[src/rtl/mealy_stream_sched_if.sv]
// Handshake and detector signals between the stream scheduler and its environment.
// The scheduler connects through the slave modport; the requester/detector side uses master.
interface mealy_stream_sched_if #(
    parameter int DATA_W = 8
);
    localparam int CNT_W = $clog2(DATA_W + 1);

    logic              req0_valid;
    logic [DATA_W-1:0] req0_data;
    logic              req0_ready;
    logic              req1_valid;
    logic [DATA_W-1:0] req1_data;
    logic              req1_ready;
    logic              det_a;
    logic              det_k;
    logic              res_valid;
    logic              res_id;
    logic [CNT_W-1:0]  res_count;
    logic              busy;

    modport slave (
        input  req0_valid, req0_data, req1_valid, req1_data, det_k,
        output req0_ready, req1_ready, det_a, res_valid, res_id, res_count, busy
    );

    modport master (
        output req0_valid, req0_data, req1_valid, req1_data, det_k,
        input  req0_ready, req1_ready, det_a, res_valid, res_id, res_count, busy
    );
endinterface

[src/rtl/mealy_stream_sched.sv]
// Round-robin scheduler that feeds words MSB-first into a shared bit-serial Mealy detector,
// counts hits per word, then flushes the detector with zero bits before reporting.
module mealy_stream_sched #(
    parameter int DATA_W   = 8,
    parameter int GAP_BITS = 4
) (
    input  logic                 clk,
    input  logic                 rst_n,
    mealy_stream_sched_if.slave  bus
);
    localparam int CNT_W  = $clog2(DATA_W + 1);
    localparam int PH_MAX = (DATA_W > GAP_BITS) ? DATA_W : GAP_BITS;
    localparam int PH_W   = $clog2(PH_MAX + 1);

    typedef enum logic [1:0] {
        IDLE,
        SHIFT,
        GAP,
        REPORT
    } state_e;

    state_e            state_q, state_d;
    logic [PH_W-1:0]   ph_q, ph_d;
    logic [DATA_W-1:0] sh_q, sh_d;
    logic              det_a_q, det_a_d;
    logic [CNT_W-1:0]  cnt_q, cnt_d;
    logic              grant_q, grant_d;
    logic              last_grant_q, last_grant_d;
    logic              res_id_q, res_id_d;
    logic [CNT_W-1:0]  res_count_q, res_count_d;

    logic              take0, take1;
    logic              ready0, ready1;
    logic [DATA_W-1:0] word_sel;

    always_ff @(posedge clk or negedge rst_n) begin
        if (!rst_n) begin
            state_q      <= IDLE;
            ph_q         <= '0;
            sh_q         <= '0;
            det_a_q      <= 1'b0;
            cnt_q        <= '0;
            grant_q      <= 1'b0;
            last_grant_q <= 1'b1;
            res_id_q     <= 1'b0;
            res_count_q  <= '0;
        end else begin
            state_q      <= state_d;
            ph_q         <= ph_d;
            sh_q         <= sh_d;
            det_a_q      <= det_a_d;
            cnt_q        <= cnt_d;
            grant_q      <= grant_d;
            last_grant_q <= last_grant_d;
            res_id_q     <= res_id_d;
            res_count_q  <= res_count_d;
        end
    end

    // A tie goes to the requester that did not win last time.
    assign take0    = bus.req0_valid & (~bus.req1_valid | last_grant_q);
    assign take1    = bus.req1_valid & (~bus.req0_valid | ~last_grant_q);
    assign word_sel = take1 ? bus.req1_data : bus.req0_data;

    always_comb begin
        state_d      = state_q;
        ph_d         = ph_q;
        sh_d         = sh_q;
        det_a_d      = det_a_q;
        cnt_d        = cnt_q;
        grant_d      = grant_q;
        last_grant_d = last_grant_q;
        res_id_d     = res_id_q;
        res_count_d  = res_count_q;
        ready0       = 1'b0;
        ready1       = 1'b0;

        unique case (state_q)
            IDLE: begin
                det_a_d = 1'b0;
                if (take0 | take1) begin
                    ready0       = take0;
                    ready1       = take1;
                    grant_d      = take1;
                    last_grant_d = take1;
                    det_a_d      = word_sel[DATA_W-1];
                    sh_d         = word_sel << 1;
                    cnt_d        = '0;
                    ph_d         = '0;
                    state_d      = SHIFT;
                end
            end
            SHIFT: begin
                // The shifter fills with zeros, so the last SHIFT cycle loads det_a=0 for GAP.
                det_a_d = sh_q[DATA_W-1];
                sh_d    = sh_q << 1;
                if (bus.det_k) begin
                    cnt_d = cnt_q + CNT_W'(1);
                end
                if (ph_q == PH_W'(DATA_W - 1)) begin
                    ph_d    = '0;
                    state_d = GAP;
                end else begin
                    ph_d = ph_q + PH_W'(1);
                end
            end
            GAP: begin
                det_a_d = 1'b0;
                if (ph_q == PH_W'(GAP_BITS - 1)) begin
                    ph_d        = '0;
                    res_id_d    = grant_q;
                    res_count_d = cnt_q;
                    state_d     = REPORT;
                end else begin
                    ph_d = ph_q + PH_W'(1);
                end
            end
            REPORT: begin
                det_a_d = 1'b0;
                state_d = IDLE;
            end
            default: begin
                state_d = IDLE;
            end
        endcase
    end

    assign bus.req0_ready = ready0;
    assign bus.req1_ready = ready1;
    assign bus.det_a      = det_a_q;
    assign bus.res_valid  = (state_q == REPORT);
    assign bus.res_id     = res_id_q;
    assign bus.res_count  = res_count_q;
    assign bus.busy       = (state_q != IDLE);
endmodule
[src/flat_wrapper.sv]
// flat-port wrapper written by rule: the top's interface ports become plain ports
module mealy_stream_sched_flat 
#(
    parameter int DATA_W   = 8,
    parameter int GAP_BITS = 4
)
  (clk, rst_n, bus_req0_valid, bus_req0_data, bus_req1_valid, bus_req1_data, bus_det_k, bus_req0_ready, bus_req1_ready, bus_det_a, bus_res_valid, bus_res_id, bus_res_count, bus_busy);
  mealy_stream_sched_if #(.DATA_W(DATA_W)) bus_i ();
  input  logic clk;
  input  logic rst_n;
  input wire logic [$bits(bus_i.req0_valid)-1:0] bus_req0_valid;
  input wire logic [$bits(bus_i.req0_data)-1:0] bus_req0_data;
  input wire logic [$bits(bus_i.req1_valid)-1:0] bus_req1_valid;
  input wire logic [$bits(bus_i.req1_data)-1:0] bus_req1_data;
  input wire logic [$bits(bus_i.det_k)-1:0] bus_det_k;
  output wire logic [$bits(bus_i.req0_ready)-1:0] bus_req0_ready;
  output wire logic [$bits(bus_i.req1_ready)-1:0] bus_req1_ready;
  output wire logic [$bits(bus_i.det_a)-1:0] bus_det_a;
  output wire logic [$bits(bus_i.res_valid)-1:0] bus_res_valid;
  output wire logic [$bits(bus_i.res_id)-1:0] bus_res_id;
  output wire logic [$bits(bus_i.res_count)-1:0] bus_res_count;
  output wire logic [$bits(bus_i.busy)-1:0] bus_busy;
  assign bus_i.req0_valid = bus_req0_valid;
  assign bus_i.req0_data = bus_req0_data;
  assign bus_i.req1_valid = bus_req1_valid;
  assign bus_i.req1_data = bus_req1_data;
  assign bus_i.det_k = bus_det_k;
  assign bus_req0_ready = bus_i.req0_ready;
  assign bus_req1_ready = bus_i.req1_ready;
  assign bus_det_a = bus_i.det_a;
  assign bus_res_valid = bus_i.res_valid;
  assign bus_res_id = bus_i.res_id;
  assign bus_res_count = bus_i.res_count;
  assign bus_busy = bus_i.busy;
  mealy_stream_sched #(.DATA_W(DATA_W), .GAP_BITS(GAP_BITS)) u_core (.clk(clk), .rst_n(rst_n), .bus(bus_i));
endmodule
[config.mk]
export PLATFORM = sky130hd
export DESIGN_NAME = mealy_stream_sched_flat
export DESIGN_NICKNAME = d
export VERILOG_FILES = /design/src/rtl/mealy_stream_sched_if.sv /design/src/rtl/mealy_stream_sched.sv /design/src/flat_wrapper.sv
export SDC_FILE = /design/constraint.sdc
export NUM_CORES = 1
export LEC_CHECK = 0
export ABC_AREA = 1
export CORE_MARGIN = 3
export CORE_UTILIZATION = 25
export CTS_CLUSTER_SIZE = 25
export DETAILED_ROUTE_END_ITERATION = 7
export DONT_BUFFER_PORTS = 1
export GPL_ROUTABILITY_DRIVEN = 0
export MAX_ROUTING_LAYER = met4
export PLACE_DENSITY = 0.47
export SKIP_CTS_REPAIR_TIMING = 1
export SYNTH_ARGS = -nofsm -noshare
export SYNTH_HDL_FRONTEND = slang
export SYNTH_SLANG_ARGS = --single-unit
[constraint.sdc]
create_clock -name clk -period 2.3 [get_ports clk]
set_clock_uncertainty 0.2 [all_clocks]
set_input_delay 0.46 -clock clk [delete_from_list [all_inputs] [get_ports clk]]
set_output_delay 0.46 -clock clk [all_outputs]
set_load 0.02 [all_outputs]
---- Yosys cells after proc, flatten, opt, wreduce, memory -nomap -nowiden ----
Index checks and enable logic that the tools add are counted.
word-level totals
  flip-flop bits (word level) ............. 26
  bits of input ports ..................... 21
  logic and storage cells ................. 58
  output and inout port bits .............. 10
operators by class
  multiplexer cells ....................... 19
  reduce and logical (&&, ||, !) cells .... 11
  bitwise operators ....................... 8
  equal/unequal tests ..................... 9
  add/subtract/negate cells ............... 2
operators with widths
  cell                 number
  $mux 4               4
  $mux 8               2
  $pmux 8 s2           1
  $pmux 4 s3           1
  $add 4x1->4 const B  2
  $pmux 2 s4           1
  $pmux 4 s2           1
  $reduce_and 2->1     4
  $mux 2               3
  $ne 2x1->1 const B   3
  $reduce_and 3->1     2
  $mux 1               5
  $eq 2x2->1 const B   2
  $eq 4x2->1 const B   1
  $eq 4x3->1 const B   1
  $reduce_bool 2->1    2
  $not 1->1            3
  $or 1x1->1           3
  $pmux 1 s3           1
  $reduce_bool 3->1    1
  $and 1x1->1          2
  $eq 2x1->1 const B   1
  $logic_not 2->1      1
  $ne 2x2->1 const B   1
  $reduce_or 2->1      1

---- Longest topological paths before layout ----
  word-level depth ........................ 6
  gate-level depth with buffers ........... 8
  mapped depth without buffers ............ 8

---- Worst setup path before layout ----
No wires, ideal clock.
  kind .................................... register -> output
  start ................................... register u_core.state_q[0]
  end ..................................... output port bus_req0_ready
  stages on the path, launching flop included .. 5
  path slack .............................. 463 ps
  buffers on the path ..................... 0
  arrival time ............................ 1177 ps
  data required time ...................... 1640 ps
  cells stage by stage .................... dfrtp_1 -> inv_1 -> ha_1 -> inv_2 -> nor2_1
between the ends
  word-level cells in the longest chain between the ends .. 2
ends and longest elaborated chain
  item                    line                      RTL
  from (decl)             mealy_stream_sched.sv:22  state_e state_q, state_d;
  from (signal assigned)  mealy_stream_sched.sv:48  state_q <= state_d;
  $logic_not 2->1         mealy_stream_sched.sv:78  unique case (state_q)
  $mux 1                  mealy_stream_sched.sv:78
  to (decl)               flat_wrapper.sv:16        output wire logic [$bits(bus_i.req0_ready)-1:0] bus_req0_ready;
No other way between the ends.

---- Final worst setup path ----
  start ................................... register u_core.state_q[1]
  end ..................................... output port bus_req0_ready
Same word-level chain as after synthesis.

==> run metrics <==
worst-margin pin slew=around 0.30 ns; critical path endpoint category=primary output; setup TNS=0 ns; CORE AREA=about 5700 um^2; area share of the largest cell type after synthesis=between 30% and 40%; total placed cells including tap cells=272; ratio of final minimum period to clock period=93.4%; Min Hold Slack=0.132 ns; antenna violations before repair=0; CP max FO=6; final setup fails=0; Tot GR Track Use=10.5%; Tmin final=2.15 ns; Worst EP required=between 1.5 and 2 ns; max-cap check violation count=0; Max Clk Rate=0.466 GHz; Fill cells=635; top cells by count, synth=nand2_1, nand3_1, dfrtp_1, inv_1, o21ai_0; clk sink count=25; Clock Latency Late Sink=approximately 0.28 ns; CTS Root Cell=clkbuf_8; Syn. warnings=0; RSZ-0062 raised after global routing=false; DRT Wirelength=3450 um; Final Max Slew Viols=0; # IOs=31; Synth-to-Final Area Change=10.4%; Via-to-Cell Ratio=4.50; status=completed; Starting Density=between 20% and 30%; multi-input logic area=758 um^2; P_leak=0.858 nW; layout cells sized above 1=a little under an eighth; CTS Buf Count=3; FP Rows=27; Synthesized Nets=230; Synth area leader=dfrtp_1; count leader, synth=nand2_1; Netlist cell types=21; sequential area share after synthesis=around two fifths; die height=83.6 um; largest net degree at the start of global routing=26; H-tree levels=1; WS Path Type=flop to primary output; final hold vios=0; Yosys reg bits=25; worst vdd ir=about 0.36 mV; dominant cells by area after synthesis=dfrtp_1, nand2_1, nand3_1; Mean Syn Cell Area=roughly 7.5 um^2; ys async rst share=100%; Power per Cell Area=1180 nW/um^2; FF+latch area=between 600 and 700 um^2; crit start category=flop; Synth Flop Type=dfrtp_1; via count=about 1300; Clock transition at path regs=roughly 0.1 ns; Detailed Route Iter0 Violations=67; post-route DRC violation count=0; Mapped Cells=approximately 200; relative slew slack=about four fifths; R2R Setup Slk=between 0.4 and 0.5 ns; I/O Buffers=0; First-pass DRT Iterations=4; number of diodes=0; EDFF count, synth=0; final cell count without fillers=around 280; Die X=~84 um; DP HPWL=approximately 2600 um; CTS tree=done; total gr overflow=0; worst path arrival time=1.49 ns; Syn Std Cell Area=between 1500 and 2000 um^2; Bufs on Longest Clock Path=2; post-DR wirelength/cell=12.4 um; first-pass GRT wire length=slightly below 6000 um; Die Area=about 7000 um^2; nets@finish=about 240; vias in the first global route=1197; min-delay worst type=input pin to flop; Routed Antenna Nets=0
## through the flow
step | instance area (um^2) | utilization [%] | power, W | setup slack (ns)
6_report | 1660 | 29.3 | 0.00196 | 0.152
5_1_grt | 1660 | 29.3 | 0.00219 | 0.0505
4_1_cts | 1630 | 28.7 | 0.00198 | 0.0286
3_5_place_dp | 1580 | 27.8 | 0.00168 | 0.344
3_3_place_gp | 1580 | 27.8 | 0.00169 | 0.386
2_1_floorplan | 1510 | - | 0.00147 | 0.463
## cell families (layout without fill, tap and decap cells)
| logic type | Yosys count | after routing | share of synthesized area, % |
|---|---|---|---|
| compound gates | 17 | 17 | 5.73 |
| fa+ha+maj | 7 | 7 | 5.81 |
| flops | 25 | 25 | 41.6 |
| buf+inv | 29 | 33 | 8.39 |
| xor+xnor | 1 | 1 | 0.582 |
| simple gates | 123 | 123 | 37.9 |
## flip-flops by register name (all words and copies together), names as in the netlist
name / count
u_core.ph_q: 4
u_core.state_q: 2
u_core.bus.res_count: 4
u_core.bus.res_id: 1
u_core.cnt_q: 4
u_core.bus.det_a: 1
u_core.last_grant_q: 1
u_core.grant_q: 1
u_core.sh_q: 7
## area by class of cell
cell class,instances,share of cell area (%)
tap,72,5.42
clock buffer,3,2.48
multi-input combinational,148,45.6
clock inverter,1,0.451
inverter,25,5.64
timing repair buffer,4,2.71
sequential,25,37.7
## layout by cell type (no fill, tap or decap)
| master | n |
|---|---|
| o21ai_0 | 8 |
| nand2_2 | 6 |
| clkinvlp_4 | 1 |
| ha_1 | 7 |
| xor2_1 | 1 |
| a21oi_1 | 1 |
| nand4_2 | 1 |
| nand2_1 | 66 |
| nor2_1 | 5 |
| o21ai_1 | 7 |
| nand3_2 | 2 |
| dfstp_2 | 1 |
| clkbuf_8 | 3 |
| dlygate4sd3_1 | 1 |
| buf_4 | 2 |
| nor2_2 | 3 |
| buf_12 | 1 |
| a31oi_1 | 1 |
| nand3_1 | 30 |
| nand3b_1 | 6 |
| dfrtp_1 | 24 |
| inv_1 | 21 |
| inv_2 | 4 |
| nand4_1 | 4 |
## routing by layer
layer	track usage [%]	share of wire, %	up-vias
li1	-	-	657
met4	2.63	0.78	0
met3	4.44	7.0	2
met5	-	0	-
met2	16.5	46	25
met1	12.5	46	568
## worst max-delay path: stages, from the launching register on
cell and delay [ns]:
dfrtp_1 0.43, inv_1 0.11, ha_1 0.23, inv_2 0.14, nor2_2 0.30
## report_power, final
group | internal (W) | switching [W]
clock network | 0.000123 | 0.000152
registers | 0.000593 | 0.000121
logic | 0.000311 | 0.000662
## path summary, 6_finish.rpt
path	start	endpoint	cells after the start
min reg2reg	u_core.sh_q[1]	u_core.sh_q[1]	2
max in group asynchronous	rst_n	u_core.last_grant_q	2
min in group asynchronous	rst_n	u_core.cnt_q[2]	2
min	bus_req1_data[7]	u_core.bus.det_a	2
max	u_core.state_q[1]	bus_req0_ready	4
max reg2reg	u_core.state_q[0]	u_core.sh_q[1]	7
Power figures use the tool's default switching activity.
